[src/rtl/nibble_serial_sum_ctrl_pkg.sv]
`default_nettype none
// ============================================================================
// Module      : nibble_serial_sum_ctrl_pkg
// Description : Shared state encoding and slice width for the nibble-serial
//               multi-operand summing controller.
// Revision    : 1.0 - initial release
// ============================================================================
package nibble_serial_sum_ctrl_pkg;

    localparam int NIBBLE_W = 4;

    typedef enum logic [1:0] {
        ST_IDLE = 2'd0,
        ST_WAIT = 2'd1,
        ST_ADD  = 2'd2,
        ST_DONE = 2'd3
    } state_t;

endpackage
`default_nettype wire

[src/rtl/nibble_serial_sum_ctrl_rca.sv]
`default_nettype none
// ============================================================================
// Module      : nibble_serial_sum_ctrl_rca
// Description : Four-bit ripple-carry adder cell used as the nibble slice.
// Revision    : 1.0 - initial release
// ============================================================================
module nibble_serial_sum_ctrl_rca (
    input  logic [3:0] i_a,
    input  logic [3:0] i_b,
    input  logic       i_cin,
    output logic [3:0] o_sum,
    output logic       o_cout
);

    logic [4:0] w_c;

    assign w_c[0] = i_cin;

    generate
        for (genvar gi = 0; gi < 4; gi++) begin : g_bit
            assign o_sum[gi]  = i_a[gi] ^ i_b[gi] ^ w_c[gi];
            assign w_c[gi+1]  = (i_a[gi] & i_b[gi]) | (w_c[gi] & (i_a[gi] ^ i_b[gi]));
        end
    endgenerate

    assign o_cout = w_c[4];

endmodule
`default_nettype wire

[src/rtl/nibble_serial_sum_ctrl.sv]
`default_nettype none
// ============================================================================
// Module      : nibble_serial_sum_ctrl
// Description : Modular multi-operand summer using one 4-bit adder slice,
//               processing one nibble per cycle.
// Revision    : 1.0 - initial release
// ============================================================================
module nibble_serial_sum_ctrl
    import nibble_serial_sum_ctrl_pkg::*;
#(
    parameter int WIDTH = 32
) (
    input  logic             i_clk,
    input  logic             i_rst,
    input  logic             i_op_valid,
    output logic             o_op_ready,
    input  logic [WIDTH-1:0] i_op_data,
    input  logic             i_op_last,
    output logic             o_sum_valid,
    input  logic             i_sum_ready,
    output logic [WIDTH-1:0] o_sum,
    output logic             o_overflow
);

    localparam int NIBBLES = WIDTH / NIBBLE_W;
    localparam int CNT_W   = (NIBBLES > 1) ? $clog2(NIBBLES) : 1;
    localparam logic [CNT_W-1:0] c_last_nib = CNT_W'(NIBBLES - 1);

    state_t             r_state;
    state_t             w_state_next;
    logic [WIDTH-1:0]   r_acc;
    logic [WIDTH-1:0]   r_opd;
    logic               r_last;
    logic [CNT_W-1:0]   r_nib;
    logic               r_carry;
    logic               r_ovf;
    logic               r_op_ready;
    logic               r_sum_valid;

    logic               w_accept;
    logic               w_last_nib;
    int                 w_base;
    logic [NIBBLE_W-1:0] w_acc_nib;
    logic [NIBBLE_W-1:0] w_opd_nib;
    logic [NIBBLE_W-1:0] w_slice_sum;
    logic               w_slice_cout;

    assign w_accept   = i_op_valid & r_op_ready;
    assign w_last_nib = (r_nib == c_last_nib);
    assign w_base     = NIBBLE_W * int'(r_nib);
    assign w_acc_nib  = r_acc[w_base +: NIBBLE_W];
    assign w_opd_nib  = r_opd[w_base +: NIBBLE_W];

    nibble_serial_sum_ctrl_rca u_slice (
        .i_a    (w_acc_nib),
        .i_b    (w_opd_nib),
        .i_cin  (r_carry),
        .o_sum  (w_slice_sum),
        .o_cout (w_slice_cout)
    );

    always_ff @(posedge i_clk) begin
        if (i_rst) begin
            r_state <= ST_IDLE;
        end else begin
            r_state <= w_state_next;
        end
    end

    always_comb begin
        w_state_next = r_state;
        case (r_state)
            ST_IDLE: if (w_accept) w_state_next = i_op_last ? ST_DONE : ST_WAIT;
            ST_WAIT: if (w_accept) w_state_next = ST_ADD;
            ST_ADD:  if (w_last_nib) w_state_next = r_last ? ST_DONE : ST_WAIT;
            ST_DONE: if (i_sum_ready) w_state_next = ST_IDLE;
            default: w_state_next = ST_IDLE;
        endcase
    end

    // Handshake outputs are registered from the next state so no input reaches them combinationally.
    always_ff @(posedge i_clk) begin
        if (i_rst) begin
            r_op_ready  <= 1'b0;
            r_sum_valid <= 1'b0;
        end else begin
            r_op_ready  <= (w_state_next == ST_IDLE) || (w_state_next == ST_WAIT);
            r_sum_valid <= (w_state_next == ST_DONE);
        end
    end

    always_ff @(posedge i_clk) begin
        if (i_rst) begin
            r_acc   <= '0;
            r_opd   <= '0;
            r_last  <= 1'b0;
            r_nib   <= '0;
            r_carry <= 1'b0;
            r_ovf   <= 1'b0;
        end else begin
            case (r_state)
                ST_IDLE: begin
                    if (w_accept) begin
                        r_acc <= i_op_data;
                        r_ovf <= 1'b0;
                    end
                end
                ST_WAIT: begin
                    if (w_accept) begin
                        r_opd   <= i_op_data;
                        r_last  <= i_op_last;
                        r_carry <= 1'b0;
                        r_nib   <= '0;
                    end
                end
                ST_ADD: begin
                    r_acc[w_base +: NIBBLE_W] <= w_slice_sum;
                    r_carry <= w_slice_cout;
                    r_nib   <= r_nib + 1'b1;
                    if (w_last_nib && w_slice_cout) begin
                        r_ovf <= 1'b1;
                    end
                end
                default: ;
            endcase
        end
    end

    assign o_op_ready  = r_op_ready;
    assign o_sum_valid = r_sum_valid;
    assign o_sum       = r_acc;
    assign o_overflow  = r_ovf;

endmodule
`default_nettype wire

[config.mk]
export PLATFORM = sky130hd
export DESIGN_NAME = nibble_serial_sum_ctrl
export DESIGN_NICKNAME = d
export VERILOG_FILES = /design/src/rtl/nibble_serial_sum_ctrl_pkg.sv /design/src/rtl/nibble_serial_sum_ctrl_rca.sv /design/src/rtl/nibble_serial_sum_ctrl.sv
export SDC_FILE = /design/constraint.sdc
export NUM_CORES = 1
export LEC_CHECK = 0
export ABC_CLOCK_PERIOD_IN_PS = 8300
export CORE_UTILIZATION = 30
export CTS_CLUSTER_DIAMETER = 120
export CTS_CLUSTER_SIZE = 16
export DETAILED_ROUTE_END_ITERATION = 6
export GPL_TIMING_DRIVEN = 0
export HOLD_SLACK_MARGIN = 0.06
export PLACE_DENSITY_LB_ADDON = 0.08
export SETUP_SLACK_MARGIN = 0.15
export SLEW_MARGIN = 10
export SYNTH_ARGS = -nofsm -noshare
export SYNTH_HDL_FRONTEND = slang
export SYNTH_SLANG_ARGS = --single-unit
[constraint.sdc]
create_clock -name i_clk -period 8.3 [get_ports i_clk]
set_input_delay 1.66 -clock i_clk [delete_from_list [all_inputs] [get_ports i_clk]]
set_output_delay 1.66 -clock i_clk [all_outputs]
set_load 0.03 [all_outputs]
==> key figures <==
Critical path
  – Most frequent CP cell: fa_1
  – Nature of the critical path endpoint: register
  – CP max FO: 10
  – CP max stage delay: ~0.66 ns
  – Worst path cell trace: buf_2, buf_1, mux4_2, mux2i_1, fa_1, inv_1, fa_1, inv_1, fa_1, fa_1, inv_1, nor4_1, a311oi_1
  – Cell family with most CP delay: adder cells
  – Req. time, crit path: around 8.5 ns
  – Crit path launch type: register
  – CP bufs+invs: 5
  – Crit-path slowest cell: fa_1
  – Worst EP arrival: about 4.5 ns
  – Critical path class: register to register

Power
  – Comb pwr share: a little under a fifth
  – Sw Pwr: approximately 300 uW
  – VDD IR max: 0.0834 mV
  – Part of the power in the clock network: a little under half
  – Net Sw Frac: between 20% and 30%
  – Power per cell area: around 210 nW/um^2
  – Pint: slightly below 800 uW
  – Sequential share of power: 36.1%
  – P_leak: 1.79 nW

STA
  – Actual slew at the worst max-slew pin: 0.778 ns
  – Final min period: roughly 4.3 ns
  – RSZ-0062 raised after global routing: false
  – Ratio of final minimum period to clock period: just over 50%
  – Final Hold Viols: 0
  – Final slew viol count: 0
  – Rel. slew slack: between 40% and 50%
  – Number of setup violations in the final report: 0
  – Setup tns final: 0 ns
  – Clk_skew: roughly 0.0095 ns
  – FMAX: about 230 MHz

Drt
  – 1st-iter DRT viols: 267
  – Pre-antenna DRT Iters: 4
  – Via count: approximately 3800
  – Routed WL: about 15000 um
  – Remaining antenna violation count: 0
  – DRC viols: 0
  – Routed length per instance: roughly 21 um
  – Vias/cell: 5.50

Placement
  – GP Congestion: roughly 0.84
  – DP Cell Count: around 670
  – Input/output buffers: 70
  – Dpl hpwl: between 10000 and 15000 um

Synthesis
  – Mapped cell area: ~3800 um^2
  – Yosys warning count: 0
  – Yosys cell types: roughly 50
  – Post-synth EDFFs: 0
  – #FFs+latches synth: 74
  – Ys async rst share: 0%
  – Post-synth net total: about 470
  – Register area share after synthesis: just under 40%
  – Cells after synthesis: around 430
  – Main synth FF type: dfxtp_1
  – Avg Inst Size Synth: around 8.9 um^2

Cells and area
  – Nets: about 560
  – Most frequent cells in the layout: nand2_1, dfxtp_1, clkdlybuf4s50_1
  – Register area: about 1500 um^2
  – Area of the multi-input gates: 2120 um^2
  – Synth-to-Final Area Change: 33.3%
  – Commonest non-fill, non-tap cell in the layout: nand2_1
  – Post-Layout Cell Count: 683
  – Fill count: 1226
  – Layout cells sized above 1: between 10% and 20%
  – ANT cells: 0

Worst hold path
  – Worst Hold Class: register to register

GRT
  – Number of global-route vias before repair: 3676
  – Grt total ovfl: 0
  – GRT Util Overall: a little under a quarter
  – Antenna violations before repair: 0
  – Largest net degree at the start of global routing: 14
  – First-pass GRT wire length: ~22000 um

Clock tree
  – Postcts setup bufs: 0
  – Root Buffer: clkbuf_16
  – Latest clock arrival within the worst-skew pair: 0.35 ns
  – Worst-path clk slew: 0.06 ns
  – Cts hold-fix bufs: 0
  – Post-cts sizing count: 0
  – CTS tree: yes
  – CTS sink cnt: 74
  – Cts bufs inserted: 9
  – Clk buf depth: 2
  – Htree depth: 3

Die
  – DIE HEIGHT: approximately 120 um
  – Die Wd: 115 um
  – FP Rows: 40
  – CORE AREA: around 12000 um^2
  – Initial Utilization: between 30% and 40%
  – I/O pin count: approximately 70
  – Die Footprint: about 13000 um^2

Run
  – Number of max-cap violations: 0

Run status
  – Status: complete, no violations
## sequential cells by signal, indices dropped and copies added, names as in the netlist
signal	count
o_op_ready	1
o_overflow	1
o_sum	32
o_sum_valid	1
r_carry	1
r_last	1
r_nib	3
r_opd	32
r_state	2
## final cells by class
type / instances / area share, %
buffer: 41 / 3.86
inverter: 11 / 0.807
timing repair buffer: 70 / 13.7
multi-input combinational: 303 / 41.4
sequential: 74 / 29.0
tap: 168 / 4.11
clock inverter: 6 / 2.69
clock buffer: 10 / 4.48
## synthesized netlist by cell type (all sizes together) (8+ instances only)
| library cell | count | area [um^2] |
|---|---|---|
| nand2 | 93 | 349 |
| dfxtp | 74 | 1480 |
| a21oi | 54 | 270 |
| buf | 22 | 126 |
| clkbuf | 19 | 71.3 |
| mux4 | 16 | 360 |
| a2111oi | 15 | 134 |
| a211oi | 14 | 105 |
| inv | 11 | 41.3 |
| nand3 | 10 | 50.1 |
| a311oi | 9 | 78.8 |
| nor2 | 9 | 33.8 |
| a221oi | 8 | 70.1 |
## layer usage
layer  wire (um)  global-route usage (%)
met5           0                       0
met2        6460                    34.5
met3         854                    5.48
met1        6950                    32.4
met4         399                    9.52
## cell families (layout without fill, tap and decap cells)
| kind of cell | Yosys count | count (layout) | share of synthesized area [%] |
|---|---|---|---|
| flip-flops | 74 | 74 | 38.6 |
| AND/OR/NAND/NOR | 147 | 147 | 18.4 |
| AO/OA/AOI/OAI | 126 | 126 | 22.4 |
| adder cells (fa/ha/maj) | 8 | 8 | 3.39 |
| buffers and inverters | 52 | 138 | 6.23 |
| multiplexers | 22 | 22 | 11.0 |
## worst register-to-register path, delay by kind of cell (launching register included)
kind                     cells  cell delay (ns)
adder cells (fa/ha/maj)      4             1.59
buffers and inverters        5             1.28
multiplexers                 2             0.49
flip-flops                   1             0.37
AND/OR/NAND/NOR              1             0.32
AO/OA/AOI/OAI                1             0.08
## stage by stage
| stage | total power, mW | cell area [um^2] | hold slack (ns) | util, % | setup WS (ns) |
|---|---|---|---|---|---|
| finish | 1.08 | 5120 | 0.457 | 41.7 | 4.04 |
| global route | 1.12 | 5120 | 0.475 | 41.7 | 3.82 |
| CTS | 1.09 | 5120 | 0.457 | 41.7 | 4.06 |
| detailed placement | 0.598 | 4750 | 0.447 | 38.7 | 4.08 |
| global placement | 0.598 | 4750 | 0.439 | 38.7 | 4.03 |
| floorplan | 0.510 | 3840 | 0.433 | - | 5.02 |
## power by group through the flow
| stage | clock network, mW | logic (mW) | registers (mW) |
|---|---|---|---|
| floorplan | 0 | 0.0889 | 0.421 |
| global placement | 0 | 0.199 | 0.399 |
| detailed placement | 0 | 0.199 | 0.399 |
| CTS | 0.496 | 0.200 | 0.391 |
| global route | 0.510 | 0.214 | 0.394 |
| finish | 0.492 | 0.201 | 0.392 |
## final timing paths
path             start        end  slack (ns)  cells after the start
max           r_nib[1]   o_sum[7]        4.04                     13
min          r_opd[21]  r_opd[21]        0.46                      2
min reg2reg  r_opd[21]  r_opd[21]        0.46                      2
max reg2reg   r_nib[1]   o_sum[7]        4.04                     13
(Power assumes the default switching activity.)
